<file path="src/rtl/pwm_ctrl_pkg.sv">
// Shared types, default widths and the saturating ramp-step helper for the PWM ramp controller.
package pwm_ctrl_pkg;

  typedef enum logic {
    ST_IDLE = 1'b0,
    ST_RAMP = 1'b1
  } state_e;

  localparam int DUTY_W_DEF = 8;
  localparam int HOLD_W_DEF = 8;

  // Operands are zero-extended to 32 bits so one helper serves any DUTY_W.
  // The result moves duty toward target by step and lands exactly on target.
  function automatic logic [31:0] sat_step(input logic [31:0] duty,
                                           input logic [31:0] target,
                                           input logic [31:0] step);
    logic [31:0] res;
    res = duty;
    if (target > duty) begin
      res = ((target - duty) <= step) ? target : duty + step;
    end else if (duty > target) begin
      res = ((duty - target) <= step) ? target : duty - step;
    end
    return res;
  endfunction

endpackage

</file>
<file path="src/rtl/pwm_hold_counter.sv">
// Counts PWM periods between ramp steps: loadable, decrements on wrap, flags zero.
module pwm_hold_counter #(
  parameter int HOLD_W = 8
) (
  input  logic              clk,
  input  logic              rst_n,
  input  logic              i_load,
  input  logic [HOLD_W-1:0] i_load_val,
  input  logic              i_dec,
  output logic              o_zero
);

  logic [HOLD_W-1:0] r_cnt;

  always_ff @(posedge clk or negedge rst_n) begin
    if (!rst_n) begin
      r_cnt <= '0;
    end else if (i_load) begin
      r_cnt <= i_load_val;
    end else if (i_dec && (r_cnt != '0)) begin
      r_cnt <= r_cnt - 1'b1;
    end
  end

  assign o_zero = (r_cnt == '0);

endmodule

</file>
<file path="src/rtl/pwm_ramp_ctrl.sv">
// Ramp sequencer for the PWM datapath: accepts a target duty, steps duty_out toward it
// on period boundaries, and drives the PWM enable plus busy/done status.
module pwm_ramp_ctrl
  import pwm_ctrl_pkg::*;
#(
  parameter int DUTY_W = DUTY_W_DEF,
  parameter int HOLD_W = HOLD_W_DEF
) (
  input  logic              clk,
  input  logic              rst_n,
  input  logic              cfg_valid,
  output logic              cfg_ready,
  input  logic [DUTY_W-1:0] cfg_target,
  input  logic [DUTY_W-1:0] cfg_step,
  input  logic [HOLD_W-1:0] cfg_hold,
  input  logic              abort,
  input  logic              period_wrap,
  output logic [DUTY_W-1:0] duty_out,
  output logic              pwm_en,
  output logic              busy,
  output logic              done
);

  state_e            r_state;
  state_e            w_next_state;
  logic [DUTY_W-1:0] r_duty;
  logic [DUTY_W-1:0] r_target;
  logic [DUTY_W-1:0] r_step;
  logic [HOLD_W-1:0] r_hold;
  logic              r_done;

  logic              w_accept;
  logic              w_duty_upd;
  logic              w_done_nxt;
  logic              w_hold_load;
  logic              w_hold_dec;
  logic              w_hold_zero;
  logic [HOLD_W-1:0] w_hold_val;
  logic [DUTY_W-1:0] w_step_duty;

  assign w_step_duty = DUTY_W'(sat_step(32'(r_duty), 32'(r_target), 32'(r_step)));

  // Handshake: a request transfers on a cycle where cfg_valid && cfg_ready && !abort.
  // cfg_ready depends only on state; an abort in the same cycle drops the request.
  assign cfg_ready = (r_state == ST_IDLE);
  assign w_accept  = cfg_valid && cfg_ready && !abort;

  always_comb begin
    w_next_state = r_state;
    w_duty_upd   = 1'b0;
    w_done_nxt   = 1'b0;
    w_hold_load  = 1'b0;
    w_hold_dec   = 1'b0;
    w_hold_val   = '0;
    case (r_state)
      ST_IDLE: begin
        if (w_accept) begin
          w_hold_load = 1'b1;
          if (cfg_target == r_duty) begin
            w_done_nxt = 1'b1;
          end else begin
            w_next_state = ST_RAMP;
          end
        end
      end
      ST_RAMP: begin
        if (abort) begin
          w_next_state = ST_IDLE;
        end else if (period_wrap) begin
          if (!w_hold_zero) begin
            w_hold_dec = 1'b1;
          end else begin
            w_duty_upd  = 1'b1;
            w_hold_load = 1'b1;
            w_hold_val  = r_hold;
            if (w_step_duty == r_target) begin
              w_next_state = ST_IDLE;
              w_done_nxt   = 1'b1;
            end
          end
        end
      end
      default: w_next_state = ST_IDLE;
    endcase
  end

  always_ff @(posedge clk or negedge rst_n) begin
    if (!rst_n) begin
      r_state  <= ST_IDLE;
      r_duty   <= '0;
      r_target <= '0;
      r_step   <= '0;
      r_hold   <= '0;
      r_done   <= 1'b0;
    end else begin
      r_state <= w_next_state;
      r_done  <= w_done_nxt;
      if (w_accept) begin
        r_target <= cfg_target;
        r_step   <= (cfg_step == '0) ? DUTY_W'(1) : cfg_step;
        r_hold   <= cfg_hold;
      end
      if (w_duty_upd) begin
        r_duty <= w_step_duty;
      end
    end
  end

  pwm_hold_counter #(
    .HOLD_W(HOLD_W)
  ) u_hold_cnt (
    .clk       (clk),
    .rst_n     (rst_n),
    .i_load    (w_hold_load),
    .i_load_val(w_hold_val),
    .i_dec     (w_hold_dec),
    .o_zero    (w_hold_zero)
  );

  // Idle at 0% duty stops the PWM counter entirely.
  assign pwm_en   = (r_state == ST_RAMP) || (r_duty != '0);
  assign busy     = (r_state == ST_RAMP);
  assign duty_out = r_duty;
  assign done     = r_done;

endmodule

</file>
<file path="config.mk">
export PLATFORM = sky130hd
export DESIGN_NAME = pwm_ramp_ctrl
export DESIGN_NICKNAME = d
export VERILOG_FILES = /design/src/rtl/pwm_ctrl_pkg.sv /design/src/rtl/pwm_hold_counter.sv /design/src/rtl/pwm_ramp_ctrl.sv
export SDC_FILE = /design/constraint.sdc
export NUM_CORES = 1
export LEC_CHECK = 0
export ABC_AREA = 1
export BUFFER_PORTS_ARGS = -buffer_cell sky130_fd_sc_hd__buf_4
export CAP_MARGIN = 20
export CELL_PAD_IN_SITES_DETAIL_PLACEMENT = 0
export CELL_PAD_IN_SITES_GLOBAL_PLACEMENT = 1
export CORE_ASPECT_RATIO = 0.6
export CORE_MARGIN = 5
export CORE_UTILIZATION = 40
export DETAILED_ROUTE_END_ITERATION = 8
export PLACE_DENSITY_LB_ADDON = 0.1
export SYNTH_ARGS = -nofsm -noshare
export SYNTH_HDL_FRONTEND = slang
export SYNTH_SLANG_ARGS = --single-unit
</file>
<file path="constraint.sdc">
create_clock -name clk -period 9.67 [get_ports clk]
set_input_delay 1.934 -clock clk [delete_from_list [all_inputs] [get_ports clk]]
set_output_delay 1.934 -clock clk [all_outputs]
set_load 0.02 [all_outputs]
</file>
==> flow_metrics.tcl <==
set metrics [dict create \
    status "finished clean" \
    cp_num_buf_inv 2 \
    fin_area_sq_mm 0.004920 \
    yosys-top-cells-count "nand2_1, inv_1, nand3_1" \
    grt_antenna_before_repair 0 \
    yosysSeqAreaShare_pct 23.95 \
    avgRoutedWirePerCell_um 17.80 \
    antenna_cells 0 \
    internal_power_uw 508.3 \
    ios 41 \
    vias_per_cell 5.296 \
    cts_sinks 42 \
    globalplace.congestion 1.023 \
    syn_area_sq_mm 0.004388 \
    cellPowerDensity_mw_per_mm2 200.7 \
    cp_top_family "simple AND/OR/NAND/NOR gates" \
    ir_worst_vdd_uv 94.68 \
    p_sw_uw 478.9 \
    swShare_pct 48.51 \
    crit_type "reg -> reg" \
    clkPwrFrac_pct 18.2 \
    dieWidth_um 145.2 \
    finalHoldViolCount 0 \
    synth_edf_count 0 \
    post_dp_cell_area_sq_mm 0.004768 \
    ctsResizeCount 0 \
    drt_iter0_markers 439 \
    grt_start_max_net_pins 44 \
    die_h_um 91.13 \
    yosysMostFrequentCell "nand2_1" \
    critPathMaxStageDelay_ns 0.62 \
    final_cells 807 \
    rows 29 \
    cts_tree "done" \
    rsz0062_at_grt "false" \
    finalSetupTns_ns 0 \
    hold_buffers 0 \
    grt_pass1_vias 4019 \
    clock_skew_ns 0.008071 \
    cts-htree-levels 2 \
    ant_nets 0 \
    power_frac_seq_pct 24.9 \
    cp_common_cell "nand2_1" \
    avgSynthCellArea_sq_um 6.910 \
    grt_pass1_wl_um 22710 \
    slew_headroom_pct 53.87 \
    slew_violations 0 \
    synth_top_area_share_pct 23.95 \
    remaining_drc_errors 0 \
    finalCritPeriodShare_pct 45.16 \
    comb_power_share_pct 57.0 \
    worstRegToRegCells 26 \
    synth-seq-cells 42 \
    synth_top_cell_by_area "dfrtp_1" \
    timing.rr.end "busy" \
    arrival_ns 4.56 \
    finalSetupViolations 0 \
    ys_warn_count 0 \
    r2r_start "duty_out[3]" \
    min_from "r_hold[2]" \
    hold_class "reg -> reg" \
    dp_cells 799 \
    synth_async_sr_flop_share_pct 100.0 \
    overflow 0 \
    hold_depth 1 \
    port_buffers 40 \
    cts_max_path_buffers 2 \
    post_cts_buffers 0 \
    first_pass_iters 4 \
    track_usage_pct 21.73 \
    vias 4274 \
    maxCapViolations 0 \
    worst-slew-pin-transition_ns 0.6856 \
    post-dp-hpwl_um 11620 \
    max_freq_mhz 229.0 \
    clock_latency_ns 0.30 \
    holdPathEnd "r_hold[2]" \
    cp_slowest_cell "dfrtp_1" \
    core-area_sq_mm 0.01063 \
    num-fill-cells 1108 \
    startpoint_type "flop" \
    min_period_ns 4.367 \
    crit_required_ns 9.86 \
    synth_flop_cell "dfrtp_1" \
    area_growth_pct 12.12 \
    path_clk_slew_ns 0.07 \
    cts_made_buffers 5 \
    synthTopCellsByArea "dfrtp_1, nand2_1, ha_1" \
    synth_fp_nets 714 \
    dieArea_sq_mm 0.01323 \
    initial_utilization_pct 41.27 \
    root_buffer "clkbuf_16" \
    r2r_slack_ns 5.30 \
    layout-drive-gt1-share_pct 12.87 \
    nets 746 \
    synth_cell_types 44 \
    syn_inst 635 \
    wirelength_um 14360 \
    cp-end-kind "flop" \
    p_leak_uw 0.002629 \
    crit_fanout 9 \
]
power by group through the flow:
stage          clock network (uW)  registers [uW]  logic, uW
2_1_floorplan                   0             236        416
3_3_place_gp                    0             247        547
3_5_place_dp                    0             247        549
4_1_cts                       181             245        553
5_1_grt                       188             251        638
6_report                      179             246        562
logic make-up (layout without fill, tap and decap cells):
logic type / count (synthesis) / after routing / share of synthesized area (%)
AOI/OAI and AO/OA: 92 / 92 / 12.12
xor gates and xnor gates: 21 / 21 / 4.192
adders and majority gates: 50 / 50 / 14.94
buffers and inverters: 108 / 141 / 10.18
DFF: 42 / 42 / 23.95
muxes: 7 / 7 / 1.797
and+or+nand+nor: 315 / 315 / 32.82
metrics by stage:
| stage | total power, uW | hold WS [ns] | setup slack, ns | utilization [%] |
|---|---|---|---|---|
| floorplan | 651.9 | 0.4782 | 6.223 | - |
| global placement | 794.2 | 0.4898 | 5.452 | 44.85 |
| detailed placement | 796.5 | 0.4998 | 5.370 | 44.85 |
| CTS | 978.6 | 0.5171 | 5.356 | 46.28 |
| global route | 1077 | 0.5299 | 4.898 | 46.28 |
| finish | 987.2 | 0.5225 | 5.303 | 46.28 |
layout make-up:
class	count	area (sq um)	area share (%)
multi-input combinational	485	2890	58.75
timing repair buffer	41	307.8	6.256
tap	139	173.9	3.535
inverter	92	345.3	7.019
sequential	42	1051	21.36
clock buffer	6	138.9	2.823
clock inverter	2	12.51	0.2543
per-layer routing:
metal	GRT usage, %	share of wire [%]
met5	0	0
met4	4.814	1.3
met3	7.313	9.1
met2	27.53	37
met1	34.52	53
worst register-to-register path: stages, from the launching register on:
cell and delay, ns:
dfrtp_1 0.62, inv_1 0.14, ha_1 0.45, nand2_2 0.15
inv_1 0.06, nand2_1 0.15, nand2_1 0.10, a21oi_1 0.25
nor2_1 0.08, nor2_1 0.13, xor2_1 0.08, ha_1 0.30
nand2_1 0.07, nor2_1 0.27, nand2_1 0.12, nand2_1 0.08
nand2_1 0.08, nand2_1 0.27, nand2_1 0.14, nand2_1 0.09
nand2_1 0.07, nand3_1 0.11, nand2_1 0.06, nor2_1 0.17
nand4_1 0.11, nand2_1 0.07, nand2_1 0.04
how the worst max path moves through the flow:
stage	startpoint	end	slack [ns]	depth (start not counted)
2_1_floorplan	duty_out[4]	busy	6.22	27
3_3_place_gp	duty_out[3]	busy	5.45	26
3_5_place_dp	duty_out[2]	busy	5.37	25
4_1_cts	duty_out[3]	busy	5.36	26
5_1_grt	duty_out[2]	busy	4.90	25
6_report	duty_out[3]	busy	5.30	26
flip-flops by register name, indices dropped and copies added, names as in the netlist:
register / cells
duty_out: 8
r_hold: 8
done: 1
r_step: 8
r_target: 8
busy: 1
u_hold_cnt.r_cnt: 8
cells in the final DEF (no fill, tap or decap), types with 2 or more instances in the layout:
cell type  synthesis  final
nand2_1          181    181
inv_1             89     89
nand3_1           60     60
ha_1              46     46
a21oi_1           44     44
dfrtp_1           42     42
buf_4              4     41
nor2_1            32     32
o21ai_0           25     25
xor2_1            13     13
nand4_1           13     13
xnor2_1            8      8
mux2_2             7      7
nand2_2            6      6
clkbuf_16          0      5
a21o_1             4      4
nor2_2             4      4
a211oi_1           4      4
fa_1               4      4
nor4_1             3      3
a21oi_2            3      3
nand2_4            3      3
inv_2              3      3
nand3_4            2      2
nor2_4             2      2
o21bai_1           2      2
nand3_2            2      2
nand3b_1           2      2
a221oi_1           2      2
a31oi_1            2      2
(Power assumes the default switching activity.)
